`src/rtl/level_sequencer_pkg.sv`:
```
// Shared definitions for the level sequencer: state encoding, fade range and level index width.
package level_sequencer_pkg;

    localparam int         LEVEL_W  = 3;
    localparam logic [2:0] FADE_MAX = 3'd7;

    typedef enum logic [2:0] {
        ST_LOAD     = 3'd0,
        ST_FADE_IN  = 3'd1,
        ST_PLAY     = 3'd2,
        ST_HOLD     = 3'd3,
        ST_FADE_OUT = 3'd4
    } seq_state_e;

    function automatic int max_int(input int a, input int b);
        return (a > b) ? a : b;
    endfunction

endpackage

```
`src/rtl/level_sequencer_if.sv`:
```
// Game-flow signal bundle between the game logic (master) and the level sequencer (slave).
interface level_sequencer_if;
    import level_sequencer_pkg::*;

    logic               frame_tick;
    logic               player_win;
    logic               player_dead;
    logic [LEVEL_W-1:0] level_num;
    logic               load_level;
    logic               freeze;
    logic [2:0]         fade;
    logic [7:0]         win_count;
    logic [2:0]         state_dbg;

    modport master (
        output frame_tick, player_win, player_dead,
        input  level_num, load_level, freeze, fade, win_count, state_dbg
    );

    modport slave (
        input  frame_tick, player_win, player_dead,
        output level_num, load_level, freeze, fade, win_count, state_dbg
    );

endinterface

```
`src/rtl/level_sequencer_tick_divider.sv`:
```
// Frame-tick divider: counts ticks since the last clear and pulses done_o on the n_i-th tick.
// done_o is combinational from the registered count so the caller can act on the same edge.
module tick_divider #(
    parameter int CNT_W = 6
) (
    input  logic             sim_clk,
    input  logic             reset,
    input  logic             clear_i,
    input  logic             tick_i,
    input  logic [CNT_W-1:0] n_i,
    output logic             done_o
);

    logic [CNT_W-1:0] cnt_q;
    logic [CNT_W-1:0] cnt_d;

    assign done_o = tick_i && (cnt_q == n_i - CNT_W'(1));

    // Next count: clear wins, otherwise advance on tick and wrap at the terminal count.
    always_comb begin
        cnt_d = cnt_q;
        if (clear_i) begin
            cnt_d = '0;
        end else if (tick_i) begin
            cnt_d = done_o ? '0 : cnt_q + CNT_W'(1);
        end
    end

    // Count register with synchronous reset.
    always_ff @(posedge sim_clk) begin
        if (reset) begin
            cnt_q <= '0;
        end else begin
            cnt_q <= cnt_d;
        end
    end

endmodule

```
`src/rtl/level_sequencer.sv`:
```
// Game-flow sequencer: load level, fade in, play, hold after win/death, fade out, repeat.
module level_sequencer
    import level_sequencer_pkg::*;
#(
    parameter int NUM_LEVELS      = 4,
    parameter int HOLD_FRAMES     = 30,
    parameter int FRAMES_PER_STEP = 2
) (
    input logic         sim_clk,
    input logic         reset,
    level_sequencer_if.slave seq_if
);

    localparam int                 CNT_W      = $clog2(max_int(HOLD_FRAMES, FRAMES_PER_STEP)) + 1;
    localparam logic [LEVEL_W-1:0] LAST_LEVEL = LEVEL_W'(NUM_LEVELS - 1);

    seq_state_e         state_q, state_d;
    logic [LEVEL_W-1:0] level_q, level_d;
    logic               load_q, load_d;
    logic               freeze_q, freeze_d;
    logic [2:0]         fade_q, fade_d;
    logic [7:0]         win_cnt_q, win_cnt_d;
    logic               advance_q, advance_d;

    logic [CNT_W-1:0]   step_n;
    logic               step_clear;
    logic               step_done;

    // HOLD waits a long interval; both fade states step once per short interval.
    assign step_n     = (state_q == ST_HOLD) ? CNT_W'(HOLD_FRAMES) : CNT_W'(FRAMES_PER_STEP);
    assign step_clear = (state_d != state_q);

    tick_divider #(.CNT_W(CNT_W)) u_tick_div (
        .sim_clk (sim_clk),
        .reset   (reset),
        .clear_i (step_clear),
        .tick_i  (seq_if.frame_tick),
        .n_i     (step_n),
        .done_o  (step_done)
    );

    // Next-state and registered-output logic for the level flow.
    always_comb begin
        state_d   = state_q;
        level_d   = level_q;
        load_d    = 1'b0;
        fade_d    = fade_q;
        win_cnt_d = win_cnt_q;
        advance_d = advance_q;
        unique case (state_q)
            ST_LOAD: begin
                state_d = ST_FADE_IN;
                load_d  = 1'b1;
            end
            ST_FADE_IN: begin
                if (step_done) begin
                    if (fade_q <= 3'd1) begin
                        fade_d  = 3'd0;
                        state_d = ST_PLAY;
                    end else begin
                        fade_d = fade_q - 3'd1;
                    end
                end
            end
            ST_PLAY: begin
                if (seq_if.player_win) begin
                    state_d   = ST_HOLD;
                    advance_d = 1'b1;
                    if (win_cnt_q != 8'hFF) begin
                        win_cnt_d = win_cnt_q + 8'd1;
                    end
                end else if (seq_if.player_dead) begin
                    state_d   = ST_HOLD;
                    advance_d = 1'b0;
                end
            end
            ST_HOLD: begin
                if (step_done) begin
                    state_d = ST_FADE_OUT;
                end
            end
            ST_FADE_OUT: begin
                if (step_done) begin
                    if (fade_q >= FADE_MAX - 3'd1) begin
                        fade_d  = FADE_MAX;
                        state_d = ST_LOAD;
                        if (advance_q) begin
                            level_d = (level_q == LAST_LEVEL) ? '0 : level_q + LEVEL_W'(1);
                        end
                    end else begin
                        fade_d = fade_q + 3'd1;
                    end
                end
            end
            default: begin
                state_d = ST_LOAD;
            end
        endcase
        freeze_d = (state_d != ST_PLAY);
    end

    // State and output registers with synchronous active-high reset.
    always_ff @(posedge sim_clk) begin
        if (reset) begin
            state_q   <= ST_LOAD;
            level_q   <= '0;
            load_q    <= 1'b0;
            freeze_q  <= 1'b1;
            fade_q    <= FADE_MAX;
            win_cnt_q <= 8'd0;
            advance_q <= 1'b0;
        end else begin
            state_q   <= state_d;
            level_q   <= level_d;
            load_q    <= load_d;
            freeze_q  <= freeze_d;
            fade_q    <= fade_d;
            win_cnt_q <= win_cnt_d;
            advance_q <= advance_d;
        end
    end

    assign seq_if.level_num  = level_q;
    assign seq_if.load_level = load_q;
    assign seq_if.freeze     = freeze_q;
    assign seq_if.fade       = fade_q;
    assign seq_if.win_count  = win_cnt_q;
    assign seq_if.state_dbg  = state_q;

endmodule
```
`src/flat_wrapper.sv`:
```
// flat-port wrapper written by rule: the top's interface ports become plain ports
module level_sequencer_flat import level_sequencer_pkg::*;
#(
    parameter int NUM_LEVELS      = 4,
    parameter int HOLD_FRAMES     = 30,
    parameter int FRAMES_PER_STEP = 2
)
  (sim_clk, reset, seq_if_frame_tick, seq_if_player_win, seq_if_player_dead, seq_if_level_num, seq_if_load_level, seq_if_freeze, seq_if_fade, seq_if_win_count, seq_if_state_dbg);
  level_sequencer_if seq_if_i ();
  input logic sim_clk;
  input logic reset;
  input wire logic [$bits(seq_if_i.frame_tick)-1:0] seq_if_frame_tick;
  input wire logic [$bits(seq_if_i.player_win)-1:0] seq_if_player_win;
  input wire logic [$bits(seq_if_i.player_dead)-1:0] seq_if_player_dead;
  output wire logic [$bits(seq_if_i.level_num)-1:0] seq_if_level_num;
  output wire logic [$bits(seq_if_i.load_level)-1:0] seq_if_load_level;
  output wire logic [$bits(seq_if_i.freeze)-1:0] seq_if_freeze;
  output wire logic [$bits(seq_if_i.fade)-1:0] seq_if_fade;
  output wire logic [$bits(seq_if_i.win_count)-1:0] seq_if_win_count;
  output wire logic [$bits(seq_if_i.state_dbg)-1:0] seq_if_state_dbg;
  assign seq_if_i.frame_tick = seq_if_frame_tick;
  assign seq_if_i.player_win = seq_if_player_win;
  assign seq_if_i.player_dead = seq_if_player_dead;
  assign seq_if_level_num = seq_if_i.level_num;
  assign seq_if_load_level = seq_if_i.load_level;
  assign seq_if_freeze = seq_if_i.freeze;
  assign seq_if_fade = seq_if_i.fade;
  assign seq_if_win_count = seq_if_i.win_count;
  assign seq_if_state_dbg = seq_if_i.state_dbg;
  level_sequencer #(.NUM_LEVELS(NUM_LEVELS), .HOLD_FRAMES(HOLD_FRAMES), .FRAMES_PER_STEP(FRAMES_PER_STEP)) u_core (.sim_clk(sim_clk), .reset(reset), .seq_if(seq_if_i));
endmodule
```
`config.mk`:
```
export PLATFORM = sky130hd
export DESIGN_NAME = level_sequencer_flat
export DESIGN_NICKNAME = d
export VERILOG_FILES = /design/src/rtl/level_sequencer_pkg.sv /design/src/rtl/level_sequencer_if.sv /design/src/rtl/level_sequencer_tick_divider.sv /design/src/rtl/level_sequencer.sv /design/src/flat_wrapper.sv
export SDC_FILE = /design/constraint.sdc
export NUM_CORES = 1
export LEC_CHECK = 0
export CORE_MARGIN = 1.5
export CORE_UTILIZATION = 30
export DETAILED_ROUTE_END_ITERATION = 10
export PLACE_DENSITY = 0.49
export SETUP_SLACK_MARGIN = 0.05
export SLEW_MARGIN = 10
export SYNTH_ARGS = -nofsm -noshare
export SYNTH_HDL_FRONTEND = slang
export SYNTH_SLANG_ARGS = --single-unit
```
`constraint.sdc`:
```
create_clock -name sim_clk -period 2.25 [get_ports sim_clk]
set_input_delay 0.45 -clock sim_clk [delete_from_list [all_inputs] [get_ports sim_clk]]
set_output_delay 0.45 -clock sim_clk [all_outputs]
set_load 0.01 [all_outputs]
```
### After elaboration in Yosys (flattened, before gate mapping)

Index checks and enable logic that the tools add are counted.

* equal/unequal tests: 11
* muxes and demuxes: 19
* magnitude comparators: 2
* reduce and logical (&&, ||, !) cells: 9
* add/sub/neg operators: 6

Operators with widths (count)
* two-way mux 3 bit: 12
* one-hot mux 3 bit (5 select lines): 1
* equality test 3 x 2 -> 1 bit, second input constant: 3
* adder 8 x 1 -> 8 bit, second input constant: 1
* != test 8 bit, second input constant: 1
* adder 3 x 1 -> 3 bit, second input constant: 2
* adder 6 x 1 -> 6 bit, second input constant: 1
* equality test 6 bit: 1
* two-way mux 6 bit: 1
* one-hot mux 3 bit (2 select lines): 1
* AND reduction 3 bit: 2
* subtractor 6 x 1 -> 6 bit, second input constant: 1
* two-way mux 5 bit: 1
* != test 2 bit, second input constant: 2
* AND reduction 4 bit: 1
* nonzero test 2 bit: 2
* equality test 3 x 1 -> 1 bit, second input constant: 1
* equality test 3 bit, second input constant: 1
* greater-or-equal comparator 3 bit, second input constant: 1
* less-or-equal comparator 3 x 1 -> 1 bit, second input constant: 1
* logical NOT 3 bit: 1
* two-way mux 1 bit: 3
* != test 3 x 2 -> 1 bit, second input constant: 1
* != test 3 bit: 1
* 4 further kinds: 4

* bits in registers: 26
* logic and storage cells: 55

### Depth between registers and ports, before layout

Gate-level depths: netlist of the first run.

* word-level depth: 9
* depth in mapped cells: 7
* mapped depth without buffers: 6

### Modules after synthesis

From an unflattened synthesis of the first run, not the netlist that was laid out.

* cells, all modules: 173
* area total of the unflattened synthesis: 1560.2 um^2

By module, submodules not included
* level_sequencer: area an instance 1096.1 um^2, sequential area each 400.4 um^2, cells each 121, times used 1
* tick_divider: area an instance 464.2 um^2, sequential area each 120.1 um^2, cells each 52, times used 1

### Worst setup path after synthesis of the first run

No wires, ideal clock.

* path kind: input -> register
* from: in seq_if_frame_tick
* to: reg u_core.freeze_q (netlist: u_core.seq_if.freeze)
* required time: 2.116 ns
* slack: 0.291 ns
* buffers on the path: 2
* arrival: 1.825 ns
* stages on the path: 6
* path through: clkbuf_1 -> nand3b_1 -> clkbuf_1 -> nor4b_1 -> o21ai_0 -> or4_1

* cells in the longest elaborated chain, start to end: 4
* elaborated cells on any way between the ends: 6

RTL lines
* start: declaration: RTL line flat_wrapper.sv:12 `input wire logic [$bits(seq_if_i.frame_tick)-1:0] seq_if_frame_tick;`
* logical AND 1 bit (*): RTL line level_sequencer_tick_divider.sv:17 `assign done_o = tick_i && (cnt_q == n_i - CNT_W'(1));`
* two-way mux 3 bit, on equally long branches: RTL line level_sequencer.sv:83, level_sequencer.sv:56, level_sequencer.sv:78
* one-hot mux 3 bit (5 select lines) (*): RTL line level_sequencer.sv:50 `unique case (state_q)`
* != test 3 x 2 -> 1 bit (*): RTL line level_sequencer.sv:99 `freeze_d = (state_d != ST_PLAY);`
* end signal: assignment: RTL line level_sequencer.sv:116 `freeze_q <= freeze_d;`
* end: declaration: RTL line level_sequencer.sv:20 `logic freeze_q, freeze_d;`

Mark *: on every way between the ends. The rest lies on a longest branch, timed or not.
A chain may end at the register's enable or synchronous reset.

### Worst setup path in the final report of the first run

* from: reg u_core.u_tick_div.cnt_q[2]
* to: reg u_core.fade_q[0] (netlist: u_core.seq_if.fade[0])

* cells in the longest elaborated chain, start to end: 4
* elaborated cells on any way between the ends: 5

RTL lines
* start: declaration: RTL line level_sequencer_tick_divider.sv:14 `logic [CNT_W-1:0] cnt_q;`
* start signal: assignment: RTL line level_sequencer_tick_divider.sv:34 `cnt_q <= cnt_d;`
* equality test 6 bit (*): RTL line level_sequencer_tick_divider.sv:17
* logical AND 1 bit (*): RTL line level_sequencer_tick_divider.sv:17
* != test 2 bit (no source line)
* AND reduction 3 bit (no source line) (*)
* end signal: assignment: RTL line level_sequencer.sv:109 `fade_q <= FADE_MAX;`
* end signal: assignment: RTL line level_sequencer.sv:117 `fade_q <= fade_d;`
* end: declaration: RTL line level_sequencer.sv:21 `logic [2:0] fade_q, fade_d;`

Marks and branches as above.

==> results of run 1 <==
state kept, by name (all words and copies together) (netlist names):
name	count
u_core.seq_if.fade	3
u_core.u_tick_div.cnt_q	6
u_core.seq_if.load_level	1
u_core.advance_q	1
u_core.seq_if.win_count	8
u_core.seq_if.state_dbg	3
u_core.seq_if.level_num	3
u_core.seq_if.freeze	1
power by group:
part           switching (uW)  internal [uW]  leakage [uW]
registers                3.36            464      0.000210
clock network             145            156     0.0000288
logic                    31.6           30.7      0.000430
per-layer routing:
| layer | global-route usage | routed length [um] | vias to the layer above | share of wire |
|---|---|---|---|---|
| met4 | 0.03983 | 68 | 0 | 0.020 |
| met5 | 0 | 0 | - | 0 |
| met3 | 0.02222 | 163 | 8 | 0.049 |
| li1 | - | - | 675 | - |
| met2 | 0.2243 | 1549 | 34 | 0.46 |
| met1 | 0.1797 | 1554 | 624 | 0.47 |
metrics by stage:
| stage | setup WS, ns | total power, uW |
|---|---|---|
| final | 0.1576 | 830.4 |
| after detailed placement | -0.07525 | 540.6 |
| after floorplan | 0.2913 | 509.7 |
| after global routing | 0.06742 | 869.3 |
| after CTS | 0.1734 | 844.7 |
| after global placement | -0.01805 | 540.0 |
synth_stat cells (all sizes together) (2+ instances only):
cell type	instances	area (um^2)
xnor2	3	26.28
a31oi	2	12.51
a211oi	2	15.01
xor2	7	61.31
or3	3	18.77
and3b	2	17.52
nand4	5	31.28
nand3	7	35.03
nor4	2	12.51
a21oi	10	50.05
nor2	17	63.81
and2	3	18.77
buf	3	15.01
nand2	12	45.04
mux2i	2	20.02
o2111ai	3	26.28
ha	6	75.07
inv	6	22.52
nand3b	2	15.01
nand2b	3	18.77
and3	2	12.51
clkbuf	6	22.52
o211ai	4	30.03
o21ai	10	50.05
nor2b	4	25.02
or4	3	22.52
and4	2	17.52
dfxtp	26	520.5
final timing paths:
path | slack [ns] | depth (start not counted) | to | startpoint
setup / recovery | 0.16 | 5 | u_core.seq_if.fade[0] | u_core.u_tick_div.cnt_q[2]
hold / removal | 0.46 | 2 | u_core.seq_if.level_num[2] | u_core.seq_if.level_num[2]
setup reg to reg | 0.16 | 5 | u_core.seq_if.fade[0] | u_core.u_tick_div.cnt_q[2]
hold reg to reg | 0.46 | 2 | u_core.seq_if.level_num[2] | u_core.seq_if.level_num[2]
final cells by class:
class / instances / area (um^2)
fill: 438 / 2654
multi-input combinational: 131 / 852.1
sequential: 26 / 520.5
timing repair buffer: 33 / 305.3
tap: 52 / 65.06
clock buffer: 4 / 55.05
inverter: 6 / 22.52
worst register-to-register path, delay by kind of cell (launching register included):
kind / cells / cell delay, ns
compound gates: 2 / 0.40
flops: 1 / 0.38
buf+inv: 1 / 0.18
simple gates: 2 / 1.09
cell families (layout without fill, tap and decap cells):
family	Yosys count	count (layout)
multiplexers	3	3
AND/OR/NAND/NOR	73	73
flip-flops	26	26
buffers and inverters	15	43
AO/OA/AOI/OAI	39	39
XOR/XNOR	10	10
adder cells (fa/ha/maj)	6	6
==> out/qor.txt, run 1 <==
Via density - 5.321
Post-CTS Setup Bufs - 0
Compound-Gate Fraction of Synth Area - 0.1764
Congestion Overflow GR - 0
DRT Pass-1 Iters - 4
Port Buf Inserts - 23
Critical Path Sink Type - register
main combinational cell family by area after synthesis - simple AND/OR/NAND/NOR gates
# DRC - 0
register area share after synthesis - 0.3633
ys flop type - dfxtp_1
Die X - 72.11 um
Placed Area - 1765 um^2
GRT Total Usage - 0.1347
most frequent cells in the layout - 26 x dfxtp_1, 23 x clkdlybuf4s50_1, 17 x nor2_1
Syn Area/Cell - 8.329 um^2
Final Hold Vio Count - 0
Power per Cell Area - 456.1 nW/um^2
Die ar. - 5199 um^2
antenna violations before repair - 0
initial drt markers - 90
Tmin final - 2.092 ns
WL per Instance - 13.24 um
setup_tns - 0 ns
Leak - 0.0006695 uW
cts bufs inserted - 3
die height - 72.11 um
CP Launch Type - register
hold slack - 0.4645 ns
FP Rows - 24
post-synthesis adder-cell area fraction - 0.05240
mux cell area share after synthesis - 0.02183
synthesized-area fraction occupied by xor and xnor cells - 0.06114
routed via count - 1341
CP Cell Sequence - or3_1 -> or4_1 -> buf_4 -> a211oi_1 -> a2111o_1
Worst-Margin Slew - 0.3845 ns
Worst EP required - 2.47 ns
Final Cell Area - 1821 um^2
Post-CTS Hold Fix Bufs - 0
CTS resizes - 0
Tcrit/Tclk final - 0.9299
worst hold path type - reg -> reg
simple logic cell fraction of the synthesized area - 0.2830
global-route wire length before repair - 5699 um
dpl cells - 248
synth warn - 0
Top Ports - 24
antenna cells - 0
Post-Synthesis Net Count - 183
maximum vdd ir drop - 0.0001786 V
synthesized flop and latch total - 26
count of unique library cells instantiated by Yosys - 43
HPWL Detailed - 2569 um
slowest stage cell, crit path - or4_1
Relative slew margins - 0.7410
Achievable Freq - 477.9 MHz
asr flop ratio synth - 0
pins over their slew limit - 0
Initial Utilization - 0.3202
worst skew pair latency - 0.27 ns
Clock Skews - 0.001741 ns
Crit path max-delay family - simple AND/OR/NAND/NOR gates
drt total wl - 3336 um
total core area - 4474 um^2
status - completed
leading cell type in the layout, fill and taps excluded - dfxtp_1
Max-Cap Viols - 0
largest net degree at the start of global routing - 15
cells after synthesis - 172
area growth from synthesis to layout - 27.07%
layout cells sized above 1 - 0.09000
RSZ-0062 raised after global routing - false
H-Tree Depth - 1
Critical Path AT - 2.31 ns
clock sinks - 26
number of global-route vias before repair - 1250
Setup Crit Path Kind - reg -> reg
EDFF count, synth - 0
Clk pin slew, worst setup/hold paths - 0.09 ns
nets@finish - 212
Final ANT Viol Nets - 0
RePlAce Congestion - 0.8701
area of the mapped netlist - 1433 um^2
max incr delay on CP - 0.57 ns
CP bufs+invs - 1
Clock Tree Buf Depth - 2
Setup Viol. Count Final - 0
CP Max Fanout - 8
final core occ - 0.4069
Clock Tree Root - clkbuf_8
non-filler instance count after layout - 252
CTS tree - yes
No activity file was read; power rests on OpenSTA's default activity.
==> inputs of run 2 (changes only) <==
Settings changed: CORE_MARGIN 1.5 to 3, CTS_CLUSTER_DIAMETER set to 40.
==> out/qor.txt, run 2 (synthesis results as in run 1) <==
Post-CTS Hold Fix Bufs - 0 (unchanged)
Tmin final - 2.053 ns (-0.03973 ns)
max reg flops - 8 (unchanged)
CTS resizes - 0 (unchanged)
Initial Utilization - 0.3202 (unchanged)
CP Cell Sequence - or3_1 -> or4_1 -> buf_4 -> a211oi_1 -> a2111o_1
Port Buf Inserts - 23 (unchanged)
WL per Instance - 14.10 um (+6.5%)
RSZ-0062 raised after global routing - false
setup_tns - 0 ns (unchanged)
Max-Cap Viols - 0 (unchanged)
GRT Total Usage - 0.1317 (-0.002989)
nets@finish - 211 (-0.47%)
global-route wire length before repair - 5747 um (+0.84%)
antenna cells - 0 (unchanged)
slowest stage cell, crit path - or4_1
HPWL Detailed - 2555 um (-0.54%)
Leak - 0.0006647 uW (-0.72%)
Worst-Margin Slew - 0.4185 ns (+0.03400 ns)
Tcrit/Tclk final - 0.9123 (-0.01766)
Final ANT Viol Nets - 0 (unchanged)
leading cell type in the layout, fill and taps excluded - dfxtp_1
Final Hold Vio Count - 0 (unchanged)
die height - 75.11 um (+4.2%)
most frequent cells in the layout - 26 x dfxtp_1, 23 x clkdlybuf4s50_1, 17 x nor2_1
antenna violations before repair - 0 (unchanged)
CTS tree - yes
# DRC - 0 (unchanged)
largest net degree at the start of global routing - 16 (+1)
dpl cells - 247 (-0.40%)
flop-to-flop setup slack - 0.20 ns (+0.04 ns)
CP Max Fanout - 8 (unchanged)
layout cells sized above 1 - 0.08543 (-0.004573)
worst hold path type - reg -> reg
Clk pin slew, worst setup/hold paths - 0.10 ns (about the same)
Setup Crit Path Kind - reg -> reg
Critical Path Sink Type - register
Crit path max-delay family - simple AND/OR/NAND/NOR gates
Achievable Freq - 487.2 MHz (+1.9%)
clock sinks - 26 (unchanged)
FP Rows - 24 (unchanged)
Power per Cell Area - 465.9 nW/um^2 (+2.1%)
Clock Tree Root - clkbuf_8
Setup Viol. Count Final - 0 (unchanged)
Worst EP required - 2.48 ns (about the same)
worst skew pair latency - 0.28 ns (about the same)
CP Launch Type - register
drt total wl - 3538 um (+6.1%)
pins over their slew limit - 0 (unchanged)
initial drt markers - 91 (+1.1%)
RePlAce Congestion - 0.8540 (-1.9%)
area growth from synthesis to layout - 26.55%
Post-CTS Setup Bufs - 0 (unchanged)
Clock Skews - 0.01045 ns (+0.008710 ns)
DRT Pass-1 Iters - 4 (unchanged)
status - completed
H-Tree Depth - 1 (unchanged)
non-filler instance count after layout - 251 (-0.40%)
total core area - 4474 um^2 (unchanged)
Via density - 5.347 (+0.47%)
Final Power - 844.6 uW (+1.7%)
number of global-route vias before repair - 1264 (+1.1%)
Die ar. - 5641 um^2 (+8.5%)
maximum vdd ir drop - 0.0002237 V (+25%)
Die X - 75.11 um (+4.2%)
Relative slew margins - 0.7206 (-0.02034)
CP bufs+invs - 1 (unchanged)
Congestion Overflow GR - 0 (unchanged)
Critical Path AT - 2.28 ns (-0.03 ns)
Clock Tree Buf Depth - 2 (unchanged)
max incr delay on CP - 0.57 ns (about the same)
cts bufs inserted - 3 (unchanged)
routed via count - 1342 (+0.075%)
Top Ports - 24 (unchanged)
run 2: final timing paths:
path / from / end / cells after the start
setup / recovery: u_core.u_tick_div.cnt_q[2] / u_core.seq_if.fade[0] / 5
setup reg to reg: u_core.u_tick_div.cnt_q[2] / u_core.seq_if.fade[0] / 5
hold reg to reg: u_core.seq_if.level_num[2] / u_core.seq_if.level_num[2] / 2
hold / removal: u_core.seq_if.level_num[2] / u_core.seq_if.level_num[2] / 2
run 2: stage by stage:
step	util	setup slack [ns]	instance area, um^2	hold slack (ns)
6_report	0.4052	0.1974	1813	0.4726
5_1_grt	0.4052	0.1145	1813	0.5014
4_1_cts	0.4052	0.1925	1813	0.4700
3_5_place_dp	0.3929	-0.05337	1758	0.4565
3_3_place_gp	0.3929	-0.01484	1758	0.4354
2_1_floorplan	-	0.2913	1433	0.4487
run 2: where the power goes:
| group | switching (uW) | internal [uW] |
|---|---|---|
| clock network | 158 | 157 |
| logic | 31.2 | 29.7 |
| registers | 5.18 | 464 |
run 2: layer usage:
layer	share of wire	up-vias	global-route usage	routed length, um
li1	-	683	-	-
met3	0.038	6	0.02804	134
met2	0.46	33	0.2147	1628
met4	0.015	0	0.05138	53
met5	0	-	0	0
met1	0.49	620	0.1692	1723
run 2: area by class of cell:
type | count | area (um^2)
tap | 52 | 65.06
timing repair buffer | 32 | 297.8
sequential | 26 | 520.5
fill | 448 | 2661
inverter | 6 | 22.52
multi-input combinational | 131 | 852.1
clock buffer | 4 | 55.05
run 2: worst register-to-register path, cell delays in order (launching register included):
cell	delay, ns
dfxtp_1	0.38
or3_1	0.52
or4_1	0.57
buf_4	0.18
a211oi_1	0.22
a2111o_1	0.13
==> RTL change 1: new RTL, settings of run 1 <==
Set the package constant `LEVEL_W` to 6 (it was 3).
--- a/src/rtl/level_sequencer_pkg.sv
+++ b/src/rtl/level_sequencer_pkg.sv
@@ -1,7 +1,7 @@
 // Shared definitions for the level sequencer: state encoding, fade range and level index width.
 package level_sequencer_pkg;
 
-    localparam int         LEVEL_W  = 3;
+    localparam int         LEVEL_W  = 6;
     localparam logic [2:0] FADE_MAX = 3'd7;
 
     typedef enum logic [2:0] {
Ports: changed (resized seq_if_level_num); port bits go from 24 to 27. The function was not compared with the original's and may differ.
==> RTL change 1 against run 1 <==
Wire length up 16%; clock power is 35% higher; non-clock buffer count is 9 higher; synthesized area rose by 13%; clock skew increased by 2.6 ps; design area is 17% higher; power grew 20%; combinational power rose by 4.3%; sequential cell count grew 3; final cell count rose by 17%; worst setup slack got worse by 58 ps; die area rose by 13%; critical path type unchanged; critical endpoint is now u_core.u_tick_div.cnt_q[2]; highest routed layer unchanged.
==> RTL change 1: results (changes against run 1) <==
hold_slack_ps: 498  # +33.9 ps
synth_compound_area_frac: 0.149  # -0.0277
synthAdderAreaFrac: 0.0616  # +0.00923
place_ws_ps: -60.6  # +14.6 ps
path_clk_slew_ps: 60  # -30 ps
synth-xor-area-share: 0.0539  # -0.00721
worst_skew_pair.late_latency_ps: 280
io_buffers: 26  # +13%
antenna_found_initial: 0  # unchanged
relSlewSlack: 0.583  # -0.158
yosys_warnings: 0  # unchanged
crit_path_max_incr_delay_ps: 670  # +100 ps
synthMuxAreaShare: 0.0586  # +0.0367
wire_per_inst_microns: 13.0  # -1.5%
drtIter0Drc: 115  # +28%
fin_ws_ps: 99.8  # -57.8 ps
grt_max_degree: 17  # +2
diodes: 0  # unchanged
final_nets: 238  # +12%
p_seq_uw: 522  # +12%
vdd_drop_max_uv: 233  # +30%
crit_path_end: "u_core.u_tick_div.cnt_q[2]"
htreeDepth: 2  # +1
cp_slowest_cell: "or4b_2"
syn_nets: 197  # +7.7%
routed_via_density: 5.04  # -5.2%
async_reset_ff_frac: 0  # unchanged
gp_congestion: 0.847  # -2.7%
worstReg2RegStart: "u_core.seq_if.fade[0]"
whs_endpoint: "u_core.seq_if.level_num[5]"
synthDistinctLibCells: 43  # unchanged
grt.total_usage: 0.141  # +0.00659
min-delay-start: "u_core.seq_if.level_num[5]"
critical_path_arrival_ps: 2320
ant_nets: 0  # unchanged
grt_pass1_vias: 1383  # +11%
cts_root_buffer: "clkbuf_8"
timing.setup.critical_path_class: "reg -> reg"
layout-drive-gt1-share: 0.155  # +0.0649
skew_ps: 4.32  # +2.58 ps
largest_reg_flops: 8  # unchanged
synthTopCellsByCount: "29 x dfxtp_1, 18 x nor2_1, 11 x a21oi_1"
crit_family: "simple AND/OR/NAND/NOR gates"
crit_fanout: 7  # -1
cts_buffer_depth: 2  # unchanged
grt_pass1_wl_microns: 6600  # +16%
reg2reg_depth: 6  # +1
status: "complete, no violations"
synth_flop_cell: "dfxtp_1"
p_leak_uw: 0.000796  # +19%
sw_frac_of_total: 0.231  # +0.0150
pg_clk_uw: 407  # +35%
synthTopCellsByArea: "dfxtp_1 36%, ha_1 6.2%, xor2_1 5.4%"
cts_buffers: 5  # +2
place_hpwl_microns: 2830  # +10%
seq_area_frac_synth: 0.357  # -0.00585
min_delay_path_depth: 2  # unchanged
holdCritPathClass: "reg -> reg"
power.switching_uw: 230  # +28%
## RTL change 1: metrics by stage
stage               instances  instance area (sq um)  utilization
finish                    296                   2130        0.413
global route              296                   2130        0.413
CTS                       295                   2120        0.410
detailed placement        287                   2040        0.394
global placement          287                   2040        0.394
floorplan                 184                   1620            -
## RTL change 1: layer usage
| layer | vias to the layer above | routed length (microns) | global-route usage |
|---|---|---|---|
| li1 | 752 | - | - |
| met2 | 32 | 1740 | 0.212 |
| met3 | 10 | 167 | 0.0383 |
| met5 | - | 0 | 0 |
| met1 | 699 | 1860 | 0.189 |
| met4 | 0 | 85 | 0.0630 |
## RTL change 1: repair_timing
action                                  CTS  global route
resized for setup                         0             2
buffers inserted                          0             1
endpoints found under the setup margin    0             8
## RTL change 1: cell type report
cell class / instances / area, sq um
Clock buffer: 6 / 72.6
Sequential cell: 29 / 581
Timing Repair Buffer: 42 / 380
Multi-Input combinational cell: 140 / 977
Inverter: 7 / 26.3
Clock inverter: 2 / 10.0
Tap cell: 70 / 87.6
Fill cell: 540 / 3040
==> RTL change 2: new RTL, flow settings as in run 1 <==
Made on the original files. Make the reset (`reset`) asynchronous in 2 clocked blocks. Comments in the files are not updated.
--- a/src/rtl/level_sequencer_tick_divider.sv
+++ b/src/rtl/level_sequencer_tick_divider.sv
@@ -27,7 +27,7 @@
     end
 
     // Count register with synchronous reset.
-    always_ff @(posedge sim_clk) begin
+    always_ff @(posedge sim_clk or posedge reset) begin
         if (reset) begin
             cnt_q <= '0;
         end else begin
--- a/src/rtl/level_sequencer.sv
+++ b/src/rtl/level_sequencer.sv
@@ -100,7 +100,7 @@
     end
 
     // State and output registers with synchronous active-high reset.
-    always_ff @(posedge sim_clk) begin
+    always_ff @(posedge sim_clk or posedge reset) begin
         if (reset) begin
             state_q   <= ST_LOAD;
             level_q   <= '0;
Formal check against the unedited RTL: differs if reset is asserted again (counterexample within 4 cycles, from zero or initial values and one cycle with reset high); with reset held inactive, the same outputs for 10 cycles.
==> RTL change 2 against run 1 <==
Fmax increased by 0.56%; non-clock buffer count increased by 6; wire length increased by 9.6%; synthesized area increased by 8.6%; die area increased by 8.2%; worst setup slack improved by 12 ps; design area increased by 12%; sequential cell count unchanged; largest cell class unchanged.
Power is not compared: it rests on default switching activity, and its combinational part moved more than twofold at a synthesized area within 25%.
==> RTL change 2: results (changes against run 1) <==
p_leak_uw: 0.000870
drtIter0Drc: 82  # -8.9%
status: "complete, no violations"
worst_pin_slew_ps: 462  # +77.7 ps
place_inst: 261  # +5.2%
synth_flop_cell: "dfrtp_1"
diodes: 0  # unchanged
firstDrtPassIters: 6  # +2
antenna_found_initial: 0  # unchanged
worstReg2RegEnd: "u_core.seq_if.level_num[1]"
use_met1: 0.169  # -0.0110
grt_max_degree: 16  # +1
largest_reg_flops: 8  # unchanged
worstReg2RegStart: "u_core.u_tick_div.cnt_q[2]"
final.fill_count: 510  # +16%
period_share: 0.925  # -0.00522
syn_nets: 172  # -6.0%
skew_ps: 6.43  # +4.69 ps
layout-drive-gt1-share: 0.158  # +0.0682
grt.total_usage: 0.136  # +0.00143
place_hpwl_microns: 2720  # +5.8%
syn-instance-count: 161  # -6.4%
yosys_warnings: 0  # unchanged
final_nets: 208  # -1.9%
reg2reg_depth: 4  # -1
holdCritPathClass: "in -> async"
synthDistinctLibCells: 51  # +19%
critical_path_arrival_ps: 2250  # -60 ps
place_ws_ps: -414  # -339 ps
critPathLaunchType: "register"
crit_fanout: 3  # -5
routed_via_density: 5.04  # -5.3%
synthTopCellsByCount: "22 x dfrtp_1, 13 x nand2_1, 11 x nor2_1"
synthTopCellsByArea: "dfrtp_1 35%, dfstp_2 6.8%, ha_1 4.8%"
use_met3: 0.0268  # +0.00455
seq_area_frac_synth: 0.422  # +0.0582
grt_pass1_wl_microns: 5800  # +1.7%
async_reset_ff_frac: 1.00  # +1.00
routed_wl_microns: 3660  # +9.6%
met2_usage: 0.229  # +0.00483
gp_congestion: 0.882  # +1.3%
grt_pass1_vias: 1276  # +2.1%
## RTL change 2: changes by cell type after synthesis, sizes merged, moves of 3 or more
| cell | change |
|---|---|
| dfxtp | -26 |
| nor2 | -6 |
| xnor2 | +3 |
| dfrtp | +22 |
| and2 | -3 |
| o211ai | -3 |
| o21ai | -4 |
| inv | +3 |
| dfstp | +4 |
## RTL change 2: power by group through the flow
stage	Combinational, uW	Clock, uW	Sequential (uW)
after global routing	909	424	722
after detailed placement	802	0	709
after floorplan	488	0	685
after CTS	821	408	701
after global placement	775	0	706
final	828	399	703
## RTL change 2: worst max-delay path, cell delays in order (launching register included)
cell	delay [ps]
dfrtp_1	400
or4b_4	540
or4_4	460
nor4_4	220
mux2_1	350
## RTL change 2: repair_timing
item | CTS | global route
setup buffers | 1 | 0
setup endpoints to repair | 3 | 2
gates resized for setup | 2 | 0
pin swaps | 2 | 1
## RTL change 2: metal layers
metal,vias up,part of all wire
li1,651,-
met3,9,0.045
met4,0,0.021
met5,-,0
met2,37,0.48
met1,643,0.45
## RTL change 2: area by class of cell
cell class | instances | share of cell area
Sequential cell | 26 | 0.323
Timing Repair Buffer | 39 | 0.172
Tap cell | 70 | 0.0431
Multi-Input combinational cell | 118 | 0.411
Clock buffer | 3 | 0.0203
Clock inverter | 1 | 0.0148
Inverter | 9 | 0.0166
## RTL change 2: per-stage QoR
step | util | power [uW]
final | 0.403 | 1930
after global routing | 0.403 | 2060
after CTS | 0.403 | 1930
after detailed placement | 0.387 | 1510
after global placement | 0.387 | 1480
after floorplan | - | 1170
## RTL change 2: worst min path at each step
stage                                           from                    endpoint  slack (ps)  cells past startpoint
final                                          reset  u_core.seq_if.level_num[0]         450                      2
after global routing                           reset  u_core.seq_if.level_num[0]         510                      2
after CTS                                      reset  u_core.seq_if.level_num[1]         470                      2
after detailed placement  u_core.seq_if.win_count[7]  u_core.seq_if.win_count[7]         500                      1
after global placement    u_core.seq_if.win_count[7]  u_core.seq_if.win_count[7]         500                      1
after floorplan                                reset            u_core.advance_q         490                      1
## RTL change 2: logic make-up (layout without fill, tap and decap cells)
logic type      after synthesis  in the layout  synth area share
compound gates               32             32             0.138
xor+xnor                     11             11            0.0619
fa+ha+maj                     6              6            0.0483
buf+inv                      17             52            0.0442
flops                        26             26             0.422
mux                           4              4            0.0282
simple gates                 65             65             0.257
